### src/rtl/ht_code_packer.sv
// Packs the encoder's serial code stream into 8-bit words, tags each frame's final word
// with its bit count and frame length, and queues the words behind a valid/ready FIFO.
// Optional build macro HT_PACK_LSB_FIRST_EN selects LSB-first packing (default MSB-first).
module ht_code_packer #(
  parameter int DEPTH = 8,
  parameter int CNT_W = 8
) (
  input  logic             clk,
  input  logic             rst_n,
  input  logic             in_valid,
  input  logic             in_code,
  output logic             out_valid,
  input  logic             out_ready,
  output logic [7:0]       out_data,
  output logic [3:0]       out_nbits,
  output logic             out_last,
  output logic [CNT_W-1:0] out_frame_bits,
  output logic             err_ovf,
  output logic [0:0]       state_dbg
);

  // Handshake: a word transfers on any rising edge where out_valid && out_ready;
  // out_valid never depends on out_ready and the head fields hold until that transfer.

  localparam int AW = (DEPTH > 1) ? $clog2(DEPTH) : 1;
  localparam int EW = 1 + 4 + CNT_W + 8;
  localparam logic [AW:0] FULL_CNT = (AW + 1)'(DEPTH);

  localparam logic [0:0] ST_IDLE    = 1'b0;
  localparam logic [0:0] ST_COLLECT = 1'b1;

  logic [0:0]       state;
  logic [7:0]       shreg;
  logic [3:0]       fill;
  logic [CNT_W-1:0] frame_cnt;

  logic             capture;
  logic             flush;
  logic             word_full;
  logic [2:0]       pos;
  logic [2:0]       bit_idx;
  logic [7:0]       shreg_nxt;
  logic [CNT_W-1:0] frame_cnt_inc;
  logic             push;
  logic [EW-1:0]    push_entry;

  logic [EW-1:0]    mem [DEPTH];
  logic [AW-1:0]    wr_ptr;
  logic [AW-1:0]    rd_ptr;
  logic [AW:0]      count;
  logic             fifo_empty;
  logic             fifo_full;
  logic             pop;
  logic             wr_en;
  logic [EW-1:0]    head;

  assign state_dbg = state;

  // shreg with fill==8 is the pending word: it is pushed only once we know whether
  // another bit follows (last=0) or the frame ends (last=1).
  always_comb begin
    capture   = in_valid;
    flush     = (state == ST_COLLECT) && !in_valid;
    word_full = (fill == 4'd8);
    pos       = word_full ? 3'd0 : fill[2:0];
`ifdef HT_PACK_LSB_FIRST_EN
    bit_idx   = pos;
`else
    bit_idx   = 3'd7 - pos;
`endif
    shreg_nxt          = word_full ? 8'h00 : shreg;
    shreg_nxt[bit_idx] = in_code;
    frame_cnt_inc = (frame_cnt == {CNT_W{1'b1}}) ? frame_cnt : frame_cnt + 1'b1;

    push       = 1'b0;
    push_entry = '0;
    if (capture && word_full) begin
      push       = 1'b1;
      push_entry = {1'b0, 4'd8, {CNT_W{1'b0}}, shreg};
    end else if (flush) begin
      push       = 1'b1;
      push_entry = {1'b1, fill, frame_cnt, shreg};
    end
  end

  always_ff @(posedge clk) begin
    if (!rst_n) begin
      state     <= ST_IDLE;
      shreg     <= 8'h00;
      fill      <= 4'd0;
      frame_cnt <= '0;
    end else begin
      case (state)
        ST_IDLE:    if (in_valid)  state <= ST_COLLECT;
        ST_COLLECT: if (!in_valid) state <= ST_IDLE;
        default:    state <= ST_IDLE;
      endcase
      if (capture) begin
        shreg     <= shreg_nxt;
        fill      <= word_full ? 4'd1 : fill + 4'd1;
        frame_cnt <= frame_cnt_inc;
      end else if (flush) begin
        shreg     <= 8'h00;
        fill      <= 4'd0;
        frame_cnt <= '0;
      end
    end
  end

  always_comb begin
    fifo_empty = (count == '0);
    fifo_full  = (count == FULL_CNT);
    pop        = !fifo_empty && out_ready;
    // A full FIFO still accepts a push when the head leaves on the same edge.
    wr_en      = push && (!fifo_full || pop);
    head       = mem[rd_ptr];
  end

  always_ff @(posedge clk) begin
    if (wr_en) mem[wr_ptr] <= push_entry;
  end

  always_ff @(posedge clk) begin
    if (!rst_n) begin
      wr_ptr  <= '0;
      rd_ptr  <= '0;
      count   <= '0;
      err_ovf <= 1'b0;
    end else begin
      if (wr_en) wr_ptr <= wr_ptr + 1'b1;
      if (pop)   rd_ptr <= rd_ptr + 1'b1;
      case ({wr_en, pop})
        2'b10:   count <= count + 1'b1;
        2'b01:   count <= count - 1'b1;
        default: count <= count;
      endcase
      if (push && !wr_en) err_ovf <= 1'b1;
    end
  end

  always_comb begin
    out_valid      = !fifo_empty;
    out_last       = 1'b0;
    out_nbits      = 4'd0;
    out_frame_bits = '0;
    out_data       = 8'h00;
    if (!fifo_empty) begin
      {out_last, out_nbits, out_frame_bits, out_data} = head;
    end
  end

endmodule

### config.mk
export PLATFORM = sky130hd
export DESIGN_NAME = ht_code_packer
export DESIGN_NICKNAME = d
export VERILOG_FILES = /design/src/rtl/ht_code_packer.sv
export SDC_FILE = /design/constraint.sdc
export NUM_CORES = 1
export LEC_CHECK = 0
export ABC_AREA = 1
export CORE_ASPECT_RATIO = 1.75
export CORE_MARGIN = 3
export CORE_UTILIZATION = 30
export CTS_BUF_LIST = sky130_fd_sc_hd__clkbuf_4 sky130_fd_sc_hd__clkbuf_8
export DETAILED_ROUTE_END_ITERATION = 10
export SYNTH_ARGS = -nofsm -noshare
export SYNTH_HDL_FRONTEND = slang
export SYNTH_SLANG_ARGS = --single-unit
### constraint.sdc
create_clock -name clk -period 3.36 [get_ports clk]
set_input_delay 0.504 -clock clk [delete_from_list [all_inputs] [get_ports clk]]
set_output_delay 0.504 -clock clk [all_outputs]
set_load 0.05 [all_outputs]
# Word-level counts from Yosys, hierarchy flattened
# Memories as Yosys holds them, arrays and structs flattened. A register that Yosys moved wholly into a read port is not among the register bits.
# Cells that the tools add are included.
[op_classes]
n_addsub = 7
order_cmp = 2
n_eq_ne = 6
muxes = 26
reduce_logical = 15
[ops]
columns = ["cell", "n"]
rows = [
  ["8-bit 2-to-1 mux", 7],
  ["21-bit 2-to-1 mux", 2],
  ["4-bit 2-to-1 mux", 4],
  ["3-bit 2-to-1 mux", 3],
  ["4-bit by 1-bit adder with 4-bit output (second input constant)", 2],
  ["8-bit by 1-bit adder with 8-bit output (second input constant)", 1],
  ["8-bit bitwise mux", 1],
  ["4-bit equality test (second input constant)", 2],
  ["8-bit equality test (second input constant)", 1],
  ["4-bit case mux with 2 select lines", 1],
  ["1-bit 2-to-1 mux", 7],
  ["3-bit by 1-bit adder with 3-bit output (second input constant)", 2],
  ["1-bit logical AND", 6],
  ["1-bit logical NOT", 4],
  ["4-bit logical NOT", 1],
  ["3-bit by 4-bit less-than comparator with 1-bit output (second input constant)", 1],
  ["2-bit nonzero test", 2],
  ["4-bit by 1-bit subtractor with 4-bit output (second input constant)", 1],
  ["1-bit demux with 3-bit select", 1],
  ["3-bit by 1-bit greater-or-equal comparator with 1-bit output (second input constant)", 1],
  ["3-bit subtractor (first input constant)", 1],
  ["2-bit by 1-bit equality test with 1-bit output (second input constant)", 1],
  ["2-bit equality test (second input constant)", 1],
  ["2-bit inequality test (second input constant)", 1],
  ["other kinds (2)", 2],
]
[word_totals]
ff_bits = 32
mem_bits_rw = 168
in_bits = 5
out_inout_bits = 24
n_memories = 1
[mem_list]
columns = ["name", "words", "word_bits", "read_ports", "rd_clocked_by_memory_dff", "wr", "line_no", "rtl"]
rows = [
  ["mem", 8, 21, 1, 1, 1, "47", "logic [EW-1:0] mem [DEPTH];"],
]

# Logic depth before layout (Yosys ltp)
# Gate-level depths: netlist of the first run.
[logic_depth]
depth_word = 9
ltp_mapped = 16
ltp_nobuf = 16

# Least setup slack after synthesis of the first run
# OpenSTA, ideal clock, no wires.
[synth_timing]
path_kind = "reg-to-output"
from = "reg count[2]"
to = "out out_data[0]"
arrival_ns = 2.144
required_time_ns = 2.856
setup_slack_ns = 0.712
path_stages_with_launch = 6
path_buffers = 1
path_cell_list = "dfxtp_1 -> nor2_1 -> nand2_2 -> clkbuf_1 -> o21ai_0 -> a31oi_1"
[synth_between]
elab_chain_len = 2
[synth_rtl]
columns = ["item", "line_no", "rtl"]
rows = [
  ["start: declaration", "50", "logic [AW:0] count;"],
  ["start signal: assignment", "133", "2'b10: count <= count + 1'b1;"],
  ["start signal: assignment", "134", "2'b01: count <= count - 1'b1;"],
  ["start signal: assignment", "135", "default: count <= count;"],
  ["4-bit logical NOT", "111", "fifo_empty = (count == '0);"],
  ["8-bit 2-to-1 mux", "147", "if (!fifo_empty) begin"],
  ["end: declaration", "14", "output logic [7:0] out_data,"],
]
# No other way between the ends.

==> flow_metrics.tcl, run 1 <==
set metrics [dict create \
    setup_tns_ps 0 \
    required_ps 2860 \
    yosysMostFrequentCell "nor2_1" \
    critPathMaxStageDelay_ps 380 \
    ff2ff_setup_slack_ps 1040 \
    place_congestion 0.788 \
    finalNetCount 834 \
    peakVddDrop_v 0.000286 \
    r2r-end "count[3]" \
    cts_tree "built" \
    drive_gt1_share_pct 14.3 \
    setup_viol 0 \
    period_share_pct 92.3 \
    timing.fmax_mhz 323 \
    sw_frac_of_total_pct 31.2 \
    pre_cts_ws_ps 666 \
    synth_top_cell_by_area "edfxtp_1" \
    cap_violations 0 \
    grt_first_pass_wirelength_um 31200 \
    period_needed_ps 3100 \
    design_area_mm2 0.0101 \
    total_power_mw 6.68 \
    cts_hold_buffers 0 \
    internal_power_mw 4.59 \
    crit_path_end_kind "output port" \
    rows 80 \
    yosysWarningCount 0 \
    firstDrtPassIters 5 \
    r2r-start "fill[0]" \
    grt_pass1_vias 5783 \
    die_h_um 228 \
    hold_path.class "flip-flop to flip-flop" \
    grt_max_degree 85 \
    synth_edf_count 168 \
    timing.critical_path.mode_cell "o21ai_0" \
    maxSlewViolCount 0 \
    worstPathArrival_ps 2600 \
    detail_route.vias_per_cell 4.76 \
    skew_ps 10.2 \
    max-slew-margin-rel_pct 39.7 \
    die_w_um 133 \
    areaGrowthSynthToFinish_pct 19.2 \
    post_dp_cell_area_mm2 0.00945 \
    grt-ovfl-total 0 \
    clkLatencyLatePin_ps 540 \
    drc_errors 0 \
    dieArea_mm2 0.0303 \
    synth_area_leaders "edfxtp_1, nor2_1, dfxtp_1" \
    status "finished clean" \
    cts.path.max_buffers 3 \
    dp.cells 1160 \
    combinationalPowerShare_pct 27.6 \
    pwr-share-seq_pct 41.4 \
    cts_setup_buffers 0 \
    antenna_left 0 \
    track_usage_pct 12.9 \
    ys_dominant_reg_cell "edfxtp_1" \
    hold_viol 0 \
    pin_count 29 \
    critPathMaxFanout 27 \
    rsz0062_at_grt "false" \
    antenna_found_initial 1 \
    cts_inserted_buffers 28 \
    cts_root_buffer "clkbuf_8" \
    slowest_stage "inv_2" \
    path_clk_slew_ps 70 \
    async_reset_ff_share_pct 0 \
    fin_ws_ps 259 \
    ys_types 34 \
    yosysSeqAreaShare_pct 68.0 \
    detailroute.via_count 5759 \
    syn_area_per_cell_um2 10.8 \
    crit_type "flip-flop to output port" \
    synth-seq-cells 203 \
    cts.repair.resized 0 \
    htreeDepth 1 \
    synthCells 779 \
    fin_cells 1211 \
    whs_path_depth 2 \
    yosys-top-cells-count "nor2_1, edfxtp_1, o21ai_0" \
    cp-start-kind "flip-flop" \
    dp_hpwl_um 12600 \
    syn-num-nets 792 \
    fin_hold_ws_ps 465 \
    min_from "rd_ptr[2]" \
    initial_core_util_pct 30.7 \
    pwr-share-clk_pct 30.9 \
    path_cells "inv_2 > buf_4 > nor2_1 > o21ai_0 > o21ai_0 > a31oi_1 > buf_12" \
    syn-cell-area_mm2 0.00845 \
    wl_um 19600 \
    yosysTopAreaCellShare_pct 59.7 \
    routedWlPerCell_um 16.2 \
    tightest_slew_ps 901 \
    rr_worst_depth 16 \
    cts_sinks 203 \
    powerDensity_mw_per_mm2 663 \
    core_area_mm2 0.0275 \
    cpLargestDelayFamily "buffers and inverters" \
    port-buffer-count 28 \
    p_leak_nw 3.44 \
    p_sw_mw 2.09 \
    drt_iter0_drc 345 \
    crit_buf_inv 3 \
    fin_util_pct 36.6 \
]
power by group through the flow:
stage | clock, mW | sequential, mW | combinational (mW)
after CTS | 2.12 | 2.77 | 1.89
final | 2.07 | 2.77 | 1.85
after global placement | 0 | 2.82 | 1.87
after global routing | 2.22 | 2.77 | 2.01
after detailed placement | 0 | 2.82 | 1.88
after floorplan | 0 | 2.82 | 1.11
registers in the layout, summed over array words and instances (netlist names), named ones only:
| signal | count |
|---|---|
| count | 4 |
| frame_cnt | 8 |
| fill | 4 |
| wr_ptr | 3 |
| mem | 168 |
| shreg | 8 |
| state_dbg | 1 |
| err_ovf | 1 |
| rd_ptr | 3 |
cells in the final DEF, fill, tap and decap left out, drive strengths merged:
master	Yosys	final
a22oi	1	1
nor3	3	3
ha	7	7
clkdlybuf4s50	0	7
a31oi	21	21
and2	1	1
nor2	200	200
o211ai	1	1
a211oi	1	1
nand2	49	49
buf	18	46
diode	0	1
edfxtp	168	168
nand3	28	28
o21ai	141	141
inv	44	44
a21oi	25	25
a32o	1	1
o22a	1	1
fa	1	1
bufinv	0	3
clkinv	0	9
dfxtp	35	35
xor2	1	1
clkbuf	23	38
nand3b	1	1
nand4	8	8
cell type report:
type                       count  area [µm²]
antenna                        1        2.50
tap                          369         462
clock inverter                12         128
sequential                   203        5750
clock buffer                  38         498
timing repair buffer          53         703
fill                        2665       17500
multi-input combinational    491        2370
inverter                      44         165
layer usage:
| metal | up-vias | track usage (%) | part of all wire (%) |
|---|---|---|---|
| li1 | 2804 | - | - |
| met1 | 2809 | 14.6 | 39 |
| met2 | 113 | 24.3 | 55 |
| met3 | 33 | 1.50 | 3.7 |
| met4 | 0 | 4.68 | 2.5 |
| met5 | - | 0 | 0 |
worst max-delay path by stage:
| stage | endpoint | from | slack, ps | depth (start not counted) |
|---|---|---|---|---|
| 3_5_place_dp | count[3] | in_valid | 670 | 15 |
| 5_1_grt | out_frame_bits[7] | flip-flop | 90 | 6 |
| 4_1_cts | out_frame_bits[7] | flip-flop | 180 | 7 |
| 6_report | out_frame_bits[7] | flip-flop | 260 | 7 |
| 3_3_place_gp | count[3] | in_valid | 710 | 15 |
| 2_1_floorplan | out_data[0] | count[2] | 710 | 5 |
tightest hold or removal path, cell delays in order (launching register included):
cell and delay (ps):
dfxtp_1 310, inv_1 50, a21oi_1 70
cells by family after synthesis:
family,count (synthesis),share of synthesized area (%)
buffers and inverters,85,4.25
and+or+nand+nor,290,14.2
AOI/OAI and AO/OA,192,12.2
adders and majority gates,8,1.27
xor gates and xnor gates,1,0.104
DFF,203,68.0
No activity file was read; power rests on OpenSTA's default activity.
==> inputs of run 2 (changes only) <==
--- a/config.mk
+++ b/config.mk
@@ -8,9 +8,10 @@
 export ABC_AREA = 1
 export CORE_ASPECT_RATIO = 1.75
 export CORE_MARGIN = 3
-export CORE_UTILIZATION = 30
+export CORE_UTILIZATION = 26
 export CTS_BUF_LIST = sky130_fd_sc_hd__clkbuf_4 sky130_fd_sc_hd__clkbuf_8
 export DETAILED_ROUTE_END_ITERATION = 10
+export SKIP_CTS_REPAIR_TIMING = 1
 export SYNTH_ARGS = -nofsm -noshare
 export SYNTH_HDL_FRONTEND = slang
 export SYNTH_SLANG_ARGS = --single-unit
==> run 2 against run 1 <==
Net effect: global-route usage down 1.4 points; first-iteration DRC count shrank 17%; worst setup slack improved by 27 ps; routed wire length increased by 2.4%; via count grew 0.26%; highest routed layer unchanged.
==> flow_metrics.tcl, run 2 (synthesis results as in run 1) <==
set metrics [dict create \
    clkLatencyLatePin_ps 550 \
    pin_count 29 \
    place_congestion 0.774 \
    wl_um 20100 \
    status "finished clean" \
    drt_iter0_drc 287 \
    p_leak_nw 3.42 \
    rows 86 \
    die_w_um 142 \
    fin_cells 1239 \
    maxSlewViolCount 0 \
    dieArea_mm2 0.0348 \
    final_common_cell "nor2_1" \
    cap_violations 0 \
    period_needed_ps 3070 \
    critPathMaxStageDelay_ps 600 \
    grtUsageMet1_pct 12.7 \
    final_cell_mix "nor2_1, edfxtp_1, o21ai_0, nand2_1, inv_1" \
    fin_ws_ps 287 \
    antenna_found_initial 1 \
    max-slew-margin-rel_pct 46.4 \
    track_usage_pct 11.5 \
    areaGrowthSynthToFinish_pct 19.1 \
    detail_route.vias_per_cell 4.66 \
    powerDensity_mw_per_mm2 648 \
    cts_sinks 203 \
    worstPathArrival_ps 2570 \
    fin_util_pct 31.7 \
    cpLargestDelayFamily "buffers and inverters" \
    dp_hpwl_um 13000 \
    detailroute.via_count 5774 \
    pre_cts_ws_ps 580 \
    regArea_mm2 0.00575 \
    path_cells "buf_12 > buf_4 > nor2_1 > nor2_1 > o21ai_0 > a31oi_1 > buf_12" \
    largest_register "mem" \
    die_h_um 245 \
    crit_type "flip-flop to output port" \
    path_clk_slew_ps 70 \
    core_area_mm2 0.0317 \
    tightest_slew_ps 802 \
    period_share_pct 91.5 \
    cp-start-kind "flip-flop" \
    timing.fmax_mhz 325 \
    crit_buf_inv 3 \
    fillers 3138 \
    htreeDepth 1 \
    reg_top3 "mem: 168 flops, frame_cnt: 8 flops, shreg: 8 flops" \
    met3_usage_pct 1.23 \
    critPathMaxFanout 54 \
    cts_tree "built" \
    grt_util_met2_pct 21.4 \
    largest_register_ffs 168 \
    cts.path.max_buffers 3 \
    drive_gt1_share_pct 14.7 \
    hold_path.class "flip-flop to flip-flop" \
    dp.cells 1189 \
    crit_path_end_kind "output port" \
    total_power_mw 6.53 \
    port-buffer-count 28 \
    cts_inserted_buffers 26 \
    setup_viol 0 \
    skew_ps 27.2 \
    finalNetCount 835 \
    grt_max_degree 85 \
    grt_first_pass_wirelength_um 31600 \
    cts_root_buffer "clkbuf_8" \
    hold_viol 0 \
    slowest_stage "dfxtp_2" \
    grt_pass1_vias 5761 \
    required_ps 2860 \
    grt-ovfl-total 0 \
    routedWlPerCell_um 16.2 \
    initial_core_util_pct 26.6 \
    firstDrtPassIters 4 \
    peakVddDrop_v 0.000232 \
    top_usage_layer "met2" \
    multi_input_area_mm2 0.00237 \
    antenna_left 0 \
    drc_errors 0 \
    rsz0062_at_grt "false" \
]
[run 2: worst paths after layout]
check                               start      endpoint  slack (ps)  depth (start not counted)
worst max-delay path            flip-flop  out_nbits[2]         290                          7
worst min-delay path            rd_ptr[2]     rd_ptr[2]         460                          2
worst max register to register    fill[0]    mem[2][11]        1050                          9
worst min register to register  rd_ptr[2]     rd_ptr[2]         460                          2
[run 2: through the flow]
stage	hold slack [ps]	instance area (µm²)	setup TNS [ps]
2_1_floorplan	433	8450	0
3_3_place_gp	445	9490	0
3_5_place_dp	455	9490	0
4_1_cts	467	10100	-101
5_1_grt	491	10100	0
6_report	463	10100	0
[run 2: worst register-to-register path, cell delays in order, from the launching register on]
cell and delay [ps]:
dfxtp_1 380, inv_1 190, ha_1 240, nand4_1 140, nand2_1 140, nand2_1 130, inv_1 110, nand2_1 160
nor2_2 110, buf_4 330
[run 2: where the power goes]
part | internal, mW | switching, mW | total (mW)
clock network | 1.00 | 0.892 | 1.90
registers | 2.74 | 0.0798 | 2.82
logic | 0.678 | 1.14 | 1.82
[run 2: routing by layer]
metal,part of all wire (%),wire [µm],vias to the layer above
met2,55,11000,128
met3,3.4,674,42
met4,3.5,700,0
li1,-,-,2812
met1,38,7670,2792
met5,0,0,-
[run 2: area by class of cell]
type | instances | share of cell area, %
multi-input combinational | 491 | 23.5
clock inverter | 10 | 0.783
timing repair buffer | 55 | 7.13
inverter | 44 | 1.68
sequential | 203 | 57.1
clock buffer | 38 | 4.76
timing repair inverter | 1 | 0.0746
antenna | 1 | 0.0249
tap | 396 | 4.92
==> inputs of run 3 (changes only) <==
==> constraint.sdc (replaced) <==
create_clock -name clk -period 3.57 [get_ports clk]
set_input_delay 0.5355 -clock clk [delete_from_list [all_inputs] [get_ports clk]]
set_output_delay 0.5355 -clock clk [all_outputs]
set_load 0.05 [all_outputs]
==> run 3 against run 2 <==
Net effect: final area fell by 0.63%; power fell by 7.0%; global-route usage is 0.052 points lower; register-to-register slack gained 170 ps; clock power shrank 9%; worst setup slack better by 60 ps; clock skew down 16 ps; sequential power down 7%; sequential share of layout area rose by 0.34 points; combinational power shrank 5%; core utilization down 0.20 points; first-iteration DRC count up 9.8%; critical endpoint is now out_nbits[3].
==> flow_metrics.tcl, run 3 (synthesis results as in run 1) <==
set metrics [dict create \
    fillers 3145 \
    whs_path_depth 2 \
    pin_count 29 \
    critPathMaxFanout 28 \
    status "finished clean" \
    cts_inserted_buffers 26 \
    grt_first_pass_wirelength_um 31500 \
    cts_root_buffer "clkbuf_8" \
    max-slew-margin-rel_pct 45.5 \
    crit_path_end_kind "output port" \
    fin_ws_ps 347 \
    firstDrtPassIters 6 \
    rsz0062_at_grt "false" \
    path_cells "inv_1 > nor2_1 > o21ai_0 > a31oi_1 > buf_12" \
    worstPathArrival_ps 2690 \
    hold_viol 0 \
    met3_length_um 548 \
    htreeDepth 1 \
    sw_frac_of_total_pct 31.9 \
    slowest_stage "dfxtp_2" \
    required_ps 3030 \
    rows 86 \
    track_usage_pct 11.4 \
    final_cell_mix "nor2_1, edfxtp_1, o21ai_0, nand2_1, inv_1" \
    die_h_um 245 \
    drive_gt1_share_pct 13.9 \
    maxUsedRoutingLayer "met4" \
    period_needed_ps 3220 \
    peakVddDrop_v 0.000210 \
    powerDensity_mw_per_mm2 607 \
    grt_pass1_vias 5819 \
    detailroute.via_count 5731 \
    cts.path.max_buffers 3 \
    initial_core_util_pct 26.6 \
    maxSlewViolCount 0 \
    grt-ovfl-total 0 \
    largest_register "mem" \
    routedWlPerCell_um 16.2 \
    pwr-share-clk_pct 28.3 \
    internal_power_mw 4.13 \
    wl_met1_um 7820 \
    wl_um 19900 \
    cap_violations 0 \
    fin_cells 1233 \
    cp_num_cells 5 \
    clkLatencyLatePin_ps 530 \
    p_leak_nw 3.39 \
    grt_max_degree 85 \
    path_clk_slew_ps 70 \
    setup_viol 0 \
    pwr-share-seq_pct 43.3 \
    cts_tree "built" \
    tightest_slew_ps 816 \
    pre_cts_ws_ps 826 \
    port-buffer-count 28 \
    die_w_um 142 \
    hold_path.class "flip-flop to flip-flop" \
    rr_worst_depth 16 \
    antenna_left 0 \
    combinationalPowerShare_pct 28.4 \
    detail_route.vias_per_cell 4.65 \
    final_common_cell "nor2_1" \
    areaGrowthSynthToFinish_pct 18.4 \
    cpLargestDelayFamily "buffers and inverters" \
    dp_hpwl_um 13200 \
    drc_errors 0 \
    finalNetCount 833 \
    place_congestion 0.797 \
    drt_iter0_drc 315 \
    crit_buf_inv 2 \
    setup_tns_ps 0 \
    cts_sinks 203 \
    critPathMaxStageDelay_ps 680 \
    core_area_mm2 0.0317 \
    wl_met2_um 11000 \
    reg_top3 "mem: 168 flops, frame_cnt: 8 flops, shreg: 8 flops" \
    period_share_pct 90.3 \
    skew_ps 11.0 \
    largest_register_ffs 168 \
    crit_type "flip-flop to output port" \
    p_sw_mw 1.94 \
    cp-start-kind "flip-flop" \
    timing.fmax_mhz 310 \
    dieArea_mm2 0.0348 \
    dp.cells 1188 \
    antenna_found_initial 1 \
]
-- run 3: changes by cell type in the layout (fill, tap and decap cells not counted) --
| cell | change |
|---|---|
| inv_8 | -1 |
| dfxtp_4 | -1 |
| inv_1 | +1 |
| clkinv_2 | -3 |
| clkinv_1 | +1 |
| clkinvlp_4 | -3 |
| buf_12 | -1 |
| dfxtp_2 | +1 |
-- run 3: layout make-up --
type / instances / area, µm² / area share [%]
diodes: 1 / 2.50 / 0.0250
well taps: 396 / 495 / 4.95
multi-input cells: 491 / 2370 / 23.7
flip-flops and latches: 203 / 5750 / 57.5
clock buffers: 38 / 479 / 4.79
inverters: 44 / 165 / 1.65
clock inverters: 6 / 48.8 / 0.488
repair buffers: 54 / 698 / 6.98
-- run 3: worst paths after layout --
check / end / slack, ps / startpoint
min reg2reg: flip-flop / 470 / rd_ptr[2]
max reg2reg: count[3] / 1220 / fill[0]
min: flip-flop / 470 / rd_ptr[2]
max: out_nbits[3] / 350 / flip-flop
-- run 3: power by group through the flow --
stage	clock network, mW	logic, mW	registers, mW
6_report	1.72	1.73	2.63
3_3_place_gp	0	1.74	2.68
2_1_floorplan	0	1.04	2.65
3_5_place_dp	0	1.75	2.68
4_1_cts	1.77	1.75	2.63
5_1_grt	1.86	1.87	2.63
-- run 3: through the flow --
step	hold WS, ps	power [mW]	utilization [%]	instance area, µm²
4_1_cts	474	6.15	31.5	10000
2_1_floorplan	433	3.69	-	8450
3_5_place_dp	463	4.43	29.8	9470
3_3_place_gp	461	4.42	29.8	9470
5_1_grt	496	6.37	31.5	10000
6_report	466	6.07	31.5	10000
-- run 3: metal layers --
| metal | vias up | track usage [%] |
|---|---|---|
| met2 | 101 | 21.1 |
| met1 | 2797 | 12.9 |
| met3 | 30 | 1.33 |
| met4 | 0 | 4.95 |
| met5 | - | 0 |
| li1 | 2803 | - |
-- run 3: tightest hold or removal path, cell delays in order (launching register included) --
cell,delay [ps]
dfxtp_1,310
inv_1,50
a21oi_1,60
